### config.mk
export PLATFORM = sky130hd
export DESIGN_NAME = ahb2mem_pfifo
export DESIGN_NICKNAME = d
export VERILOG_FILES = /design/src/rtl/ahb2mem_pfifo.sv
export SDC_FILE = /design/constraint.sdc
export NUM_CORES = 1
export LEC_CHECK = 0
export BUFFER_PORTS_ARGS = -buffer_cell sky130_fd_sc_hd__buf_2
export CORE_AREA = 2 2 98 100
export DETAILED_ROUTE_END_ITERATION = 12
export DIE_AREA = 0 0 100 102
export PLACE_DENSITY = 0.81
export RECOVER_POWER = 50
export SLEW_MARGIN = 30
export SYNTH_ARGS = -nofsm -noshare
export SYNTH_HDL_FRONTEND = slang
export SYNTH_SLANG_ARGS = --single-unit
export TNS_END_PERCENT = 10
### constraint.sdc
create_clock -name i_clk -period 3.55 [get_ports i_clk]
set_input_delay 0.355 -clock i_clk [delete_from_list [all_inputs] [get_ports i_clk]]
set_output_delay 0.355 -clock i_clk [all_outputs]
set_load 0.05 [all_outputs]
### src/rtl/ahb2mem_pfifo.sv
// ahb2mem_pfifo: parametrised single-clock FIFO between the AHB slave front
// end (writer) and the memory-side sequencer (reader). First-word
// fall-through output, fill count, programmable almost-full/almost-empty
// thresholds, synchronous flush and sticky overflow/underflow flags.
module ahb2mem_pfifo #(
   parameter int DWIDTH = 32,
   parameter int AWIDTH = 2
) (
   input  logic              i_clk,
   input  logic              i_rst_n,
   input  logic              i_fifo_wr,
   input  logic [DWIDTH-1:0] i_fifo_din,
   input  logic              i_fifo_rd,
   input  logic              i_flush,
   input  logic [AWIDTH:0]   i_afull_thr,
   input  logic [AWIDTH:0]   i_aempty_thr,
   input  logic              i_err_clr,
   output logic [DWIDTH-1:0] o_fifo_dout,
   output logic              o_fifo_full,
   output logic              o_fifo_afull,
   output logic              o_fifo_empty,
   output logic              o_fifo_aempty,
   output logic [AWIDTH:0]   o_fifo_cnt,
   output logic              o_ovf,
   output logic              o_udf
);

   localparam int DEPTH = 2 ** AWIDTH;
   localparam logic [AWIDTH:0] PTR_ONE = {{AWIDTH{1'b0}}, 1'b1};

   // Storage array and pointers; the pointer MSB is the wrap bit that
   // distinguishes full from empty when the low bits match.
   logic [DWIDTH-1:0] r_mem [DEPTH];
   logic [AWIDTH:0]   r_wptr;
   logic [AWIDTH:0]   r_rptr;
   logic              r_ovf;
   logic              r_udf;

   logic [AWIDTH:0]   w_cnt;
   logic              w_full;
   logic              w_empty;
   logic              w_wr_ok;
   logic              w_rd_ok;

   // Occupancy and status, all derived from the current (pre-edge) pointers.
   assign w_cnt   = r_wptr - r_rptr;
   assign w_full  = (r_wptr[AWIDTH] != r_rptr[AWIDTH]) &&
                    (r_wptr[AWIDTH-1:0] == r_rptr[AWIDTH-1:0]);
   assign w_empty = (r_wptr == r_rptr);

   // Flush takes priority: any access in a flush cycle is simply dropped.
   assign w_wr_ok = i_fifo_wr & ~w_full  & ~i_flush;
   assign w_rd_ok = i_fifo_rd & ~w_empty & ~i_flush;

   // Threshold compares follow the threshold inputs combinationally. A zero
   // almost-full threshold is always met; one above DEPTH is never met.
   assign o_fifo_afull  = (w_cnt >= i_afull_thr);
   assign o_fifo_aempty = (w_cnt <= i_aempty_thr);

   assign o_fifo_full  = w_full;
   assign o_fifo_empty = w_empty;
   assign o_fifo_cnt   = w_cnt;
   assign o_fifo_dout  = r_mem[r_rptr[AWIDTH-1:0]];
   assign o_ovf        = r_ovf;
   assign o_udf        = r_udf;

   // Storage write on an accepted write only.
   // NOTE: the data array has no reset; the pointers alone define which
   // entries are valid, and leaving it unreset lets it map to plain RAM.
   always_ff @(posedge i_clk) begin
      if (w_wr_ok) begin
         r_mem[r_wptr[AWIDTH-1:0]] <= i_fifo_din;
      end
   end

   // Pointer update: async reset, synchronous flush, then independent advances.
   // NOTE: sequential state uses non-blocking assignments so every register
   // samples pre-edge values regardless of statement order.
   always_ff @(posedge i_clk or negedge i_rst_n) begin
      if (!i_rst_n) begin
         r_wptr <= '0;
         r_rptr <= '0;
      end else if (i_flush) begin
         r_wptr <= '0;
         r_rptr <= '0;
      end else begin
         if (w_wr_ok) begin
            r_wptr <= r_wptr + PTR_ONE;
         end
         if (w_rd_ok) begin
            r_rptr <= r_rptr + PTR_ONE;
         end
      end
   end

   // Sticky error flags: set on an illegal access outside flush, cleared by
   // i_err_clr, with set winning when both happen in the same cycle.
   always_ff @(posedge i_clk or negedge i_rst_n) begin
      if (!i_rst_n) begin
         r_ovf <= 1'b0;
         r_udf <= 1'b0;
      end else begin
         if (i_fifo_wr && w_full && !i_flush) begin
            r_ovf <= 1'b1;
         end else if (i_err_clr) begin
            r_ovf <= 1'b0;
         end
         if (i_fifo_rd && w_empty && !i_flush) begin
            r_udf <= 1'b1;
         end else if (i_err_clr) begin
            r_udf <= 1'b0;
         end
      end
   end

endmodule

* Word-level counts from Yosys, hierarchy flattened
Memories as Yosys holds them, arrays and structs flattened.
Index checks and enable logic that the tools add are counted.
** Cells by class
- Add/subtract/negate cells :: 3
- Magnitude comparators :: 2
- Reduce and logical (&&, ||, !) cells :: 10
- Equal/unequal tests :: 3
- Bitwise gates (word level) :: 7
- Mux-type cells :: 9
** Operator list (count)
- two-way mux 3 bit :: 4
- nonzero test 2 bit :: 4
- adder 3 x 1 -> 3 bit, second input constant :: 2
- logical AND 1 bit :: 5
- two-way mux 1 bit :: 5
- AND 1 bit :: 4
- == test 3 bit :: 1
- >= comparator 3 bit :: 1
- <= comparator 3 bit :: 1
- NOT 1 bit :: 3
- subtractor 3 bit :: 1
- == test 2 bit :: 1
- zero test 1 bit :: 1
- != test 1 bit :: 1
** Word-level totals
- Input port bits :: 44
- Output and inout port bits :: 41
- Register bits :: 8
- Memory bits (writable) :: 128
- Memories kept :: 1
- Logic and storage cells :: 39
** Memory list
- r_mem :: words 4, bits a word 32, read ports 1, clocked after Yosys merged registers in 0, write ports 1, RTL line 33 : logic [DWIDTH-1:0] r_mem [DEPTH];

* Depth between registers and ports, before layout
- Word-level depth :: 7
- Gate-level depth with buffers :: 8

* Least setup slack after synthesis
No wires, ideal clock.
- Path kind :: register to output
- Start point :: register r_wptr[0]
- End point :: output port o_fifo_aempty
- Data required time :: 3195 ps
- Arrival :: 3592 ps
- Setup slack :: -397 ps
- Path buffers :: 0
- Stages on the path, launching flop included :: 9
- Path through :: dfrtp_1 inv_1 ha_1 inv_1 fa_1 xnor2_1 ha_1 o21a_1 o21ai_0
** Between the ends
- Word-level cells in the longest chain between the ends :: 2
** RTL lines
- start, declared :: RTL line 34 : logic [AWIDTH:0] r_wptr;
- start signal, assigned :: RTL line 88 : r_wptr <= r_wptr + PTR_ONE;
- subtractor 3 bit :: RTL line 46 : assign w_cnt = r_wptr - r_rptr;
- named net o_fifo_cnt[2] :: RTL line 23 : output logic [AWIDTH:0] o_fifo_cnt,
- <= comparator 3 bit :: RTL line 58 : assign o_fifo_aempty = (w_cnt <= i_aempty_thr);
- end, declared :: RTL line 22 : output logic o_fifo_aempty,
The timed path passes the listed nets, and every way through them passes these cells.

* Worst setup path after layout
- Start point :: register r_wptr[0]
- End point :: output port o_fifo_aempty
** Between the ends
- Word-level cells in the longest chain between the ends :: 2
** RTL lines (RTL line)
- subtractor 3 bit :: 46
- <= comparator 3 bit :: 58
No other way between the ends.

==> key figures <==
Pwr
  – Sw Share: 38.1%
  – PwrDens: 885 mW/mm^2
  – Pint: 0.00353 W
  – Sw Pwr: 0.00217 W
  – Combinational share of power: 36.3%
  – Max IR drop VDD: 0.000597 V
  – Leak: 2.23 nW
  – Clock share of power: 29.0%
  – Sequential Power Share: 34.8%

Timing
  – Sum Neg Setup Slack: 0 ps
  – Final setup violation count: 0
  – Hold Vio Cnt, Final: 0
  – Final Cycle Share: 87.6%
  – Slew Viols, Final: 0
  – Tmin final: 3110 ps
  – Clock Skew: 4.74 ps
  – Least-Margin Pin Slew: 1330 ps
  – Slew headroom: 11.6%
  – Max Freq: 321 MHz
  – Unrepaired setup endpoints after global routing: no

Global routing
  – Total GRT Usage: 19.9%
  – Maximum number of pins on one net before global-route repair: 37
  – Initial antenna violation count: 0
  – GRT overflow: 0
  – Global-route wire length before repair: 14.7 mm
  – Vias in the first global route: 2807

Yosys
  – Area share of the largest cell type after synthesis: 71.4%
  – Number of synthesized flops with an enable pin: 128
  – Ys async rst share: 5.88%
  – Synth area leaders: edfxtp_1 (71%), mux4_2 (13%), dfrtp_1 (3.7%), ha_1 (3.0%), inv_1 (0.77%)
  – Most used DFF post-synth: edfxtp_1
  – Sequential-to-total area share from yosys stat: 75.1%
  – Cell taking the most area after synthesis: edfxtp_1
  – Gate Count Post-Synth: 259
  – Synth unique cells: 32
  – Total nets after synthesis: 317
  – Ys Warns: 0
  – Post-Syn Area: 0.00539 sq mm
  – Avg Cell Area, Syn: 20.8 sq um
  – Synthesized flop and latch total: 136

Clock tree
  – Clock Latency Late Sink: 500 ps
  – Setup bufs post-CTS: 0
  – TritonCTS clock tree: built
  – Post-CTS sizing: 0
  – Hold-fix buffers, CTS: 1
  – Clk Tree Root Cell: clkbuf_8
  – Sink Count: 136
  – CTS Buf Count: 17
  – Clock Pin Slew Worst Setup and Hold Paths: 60 ps
  – CTS H-tree depth: 4
  – Clk buf depth: 2

Layout
  – Share of layout cells above drive strength 1: 31.8%
  – Most frequent cells in the layout: edfxtp_1 (128), buf_2 (43), clkbuf_1 (39), mux4_2 (32), clkbuf_16 (16)
  – Non-Filler Instances: 476
  – Commonest non-fill, non-tap cell in the layout: edfxtp_1
  – Antenna cells: 0
  – Layout Nets: 412
  – FILL cells: 580
  – P&R area growth vs syn: 19.6%

Critical path
  – Crit path required time: 3190 ps
  – WP data arrival: 2760 ps
  – Worst R2R End: r_mem[0][22]$_DFFE_PP_
  – Setup crit start kind: register
  – Crit path kind: reg -> out
  – Worst reg2reg setup slack: 960 ps
  – R2R depth: 5
  – Crit end category: primary output
  – Worst-path fanout max: 5
  – R2r startpoint: r_wptr[0]$_DFFE_PN0P_

Drt
  – DR vias: 2746
  – Met2 WL: 4.89 mm
  – Uppermost layer routed: met4
  – Drt pass-1 iters: 5
  – Starting DRT DRC Count: 157
  – Met3 WL: 439 microns
  – Routed WL: 9.16 mm
  – Routed Antenna Nets: 0
  – DRC: 0
  – DR vias/cell: 5.77
  – Wire length per cell: 19.3 microns
  – Wl on met1: 3.70 mm

Die
  – Core Region: 0.00911 sq mm
  – Die width: 100 microns
  – FP Rows: 35
  – Die Area: 0.0102 sq mm
  – Initial Util: 59.1%
  – Die height: 102 microns
  – Num ports: 85

Placed design
  – Placed Cells: 445
  – Number of port buffers: 84
  – Final Wtd Congestion: 0.818
  – DP HPWL: 5.32 mm

Min path
  – End of the worst hold path: o_ovf$_DFFE_PN0P_
  – Worst Hold Launch: i_err_clr
  – Hold crit path type: in -> reg
  – WHS Path Cells: 2

Outcome
  – Status: finished, final reports clean

Flow run
  – Number of max-cap violations: 0
==> cell type report <==
type / instances / area [sq um] / share of cell area, %
repair buffers: 87 / 394 / 6.12
multi-input cells: 101 / 1260 / 19.5
flip-flops and latches: 136 / 4050 / 62.8
clock buffers: 17 / 414 / 6.43
clock inverters: 13 / 148 / 2.29
inverters: 11 / 41.3 / 0.641
well taps: 111 / 139 / 2.16
==> metrics by stage <==
stage | setup WS (ps) | util (%) | total power, W | area (sq um) | hold slack, ps
5_1_grt | 232 | 70.7 | 0.00594 | 6440 | 46.7
4_1_cts | 423 | 71.3 | 0.00577 | 6490 | 32.1
3_5_place_dp | 979 | 65.0 | 0.00411 | 5920 | 213
3_3_place_gp | 1040 | 65.0 | 0.00408 | 5920 | 211
2_1_floorplan | 339 | - | 0.00368 | 5390 | 59.4
6_report | 439 | 70.7 | 0.00570 | 6440 | 45.9
==> critical path, stage by stage, from the launching register on <==
cell     delay (ps)
dfrtp_1         430
inv_1           150
ha_1            160
inv_1            40
fa_1            490
ha_1            310
nor2b_1         130
o21a_1          160
o21ai_1         100
buf_2           270
==> power by group through the flow <==
stage | clock (W) | combinational (W) | sequential [W]
after floorplan | 0 | 0.00166 | 0.00202
after global placement | 0 | 0.00208 | 0.00200
after detailed placement | 0 | 0.00209 | 0.00201
after CTS | 0.00167 | 0.00211 | 0.00198
after global routing | 0.00174 | 0.00221 | 0.00199
final | 0.00165 | 0.00207 | 0.00198
==> synthesized netlist by cell type, drive strengths merged (2+ instances only) <==
| master | number |
|---|---|
| dfrtp | 8 |
| nand2 | 4 |
| ha | 13 |
| mux4 | 32 |
| xnor2 | 2 |
| nor2 | 5 |
| a21oi | 5 |
| nor3b | 3 |
| nand2b | 2 |
| buf | 6 |
| and2 | 5 |
| clkbuf | 5 |
| edfxtp | 128 |
| nand3 | 7 |
| nor2b | 3 |
| a21o | 2 |
| or4 | 3 |
| a31oi | 3 |
| inv | 11 |
==> sequential cells by signal (all words and copies together) (netlist names) <==
signal,flops
r_mem,128
o_udf,1
r_rptr,3
r_wptr,3
o_ovf,1
==> how the worst max path moves through the flow <==
stage,cells after the start,startpoint,endpoint,slack [ps]
after floorplan,8,r_wptr[0]$_DFFE_PN0P_,o_fifo_aempty,340
after global placement,9,r_wptr[0]$_DFFE_PN0P_,o_fifo_aempty,1040
after detailed placement,9,r_wptr[0]$_DFFE_PN0P_,o_fifo_aempty,980
after CTS,9,r_wptr[0]$_DFFE_PN0P_,o_fifo_aempty,420
after global routing,3,r_rptr[0]$_DFFE_PN0P_,o_fifo_dout[12],230
final,9,r_wptr[0]$_DFFE_PN0P_,o_fifo_aempty,440
==> layer usage <==
metal	global-route usage, %	vias up
met1	25.3	1402
met4	7.90	0
li1	-	1255
met3	5.47	14
met2	33.2	75
met5	0	-
==> kinds of logic after synthesis <==
group	Yosys count	share of synthesized area (%)
DFF	136	75.1
and+or+nand+nor	34	3.55
AOI/OAI and AO/OA	18	2.28
adders and majority gates	14	3.39
muxes	32	13.4
xor gates and xnor gates	3	0.488
buffers and inverters	22	1.81
Note: power is estimated with default switching activity, not from simulation.
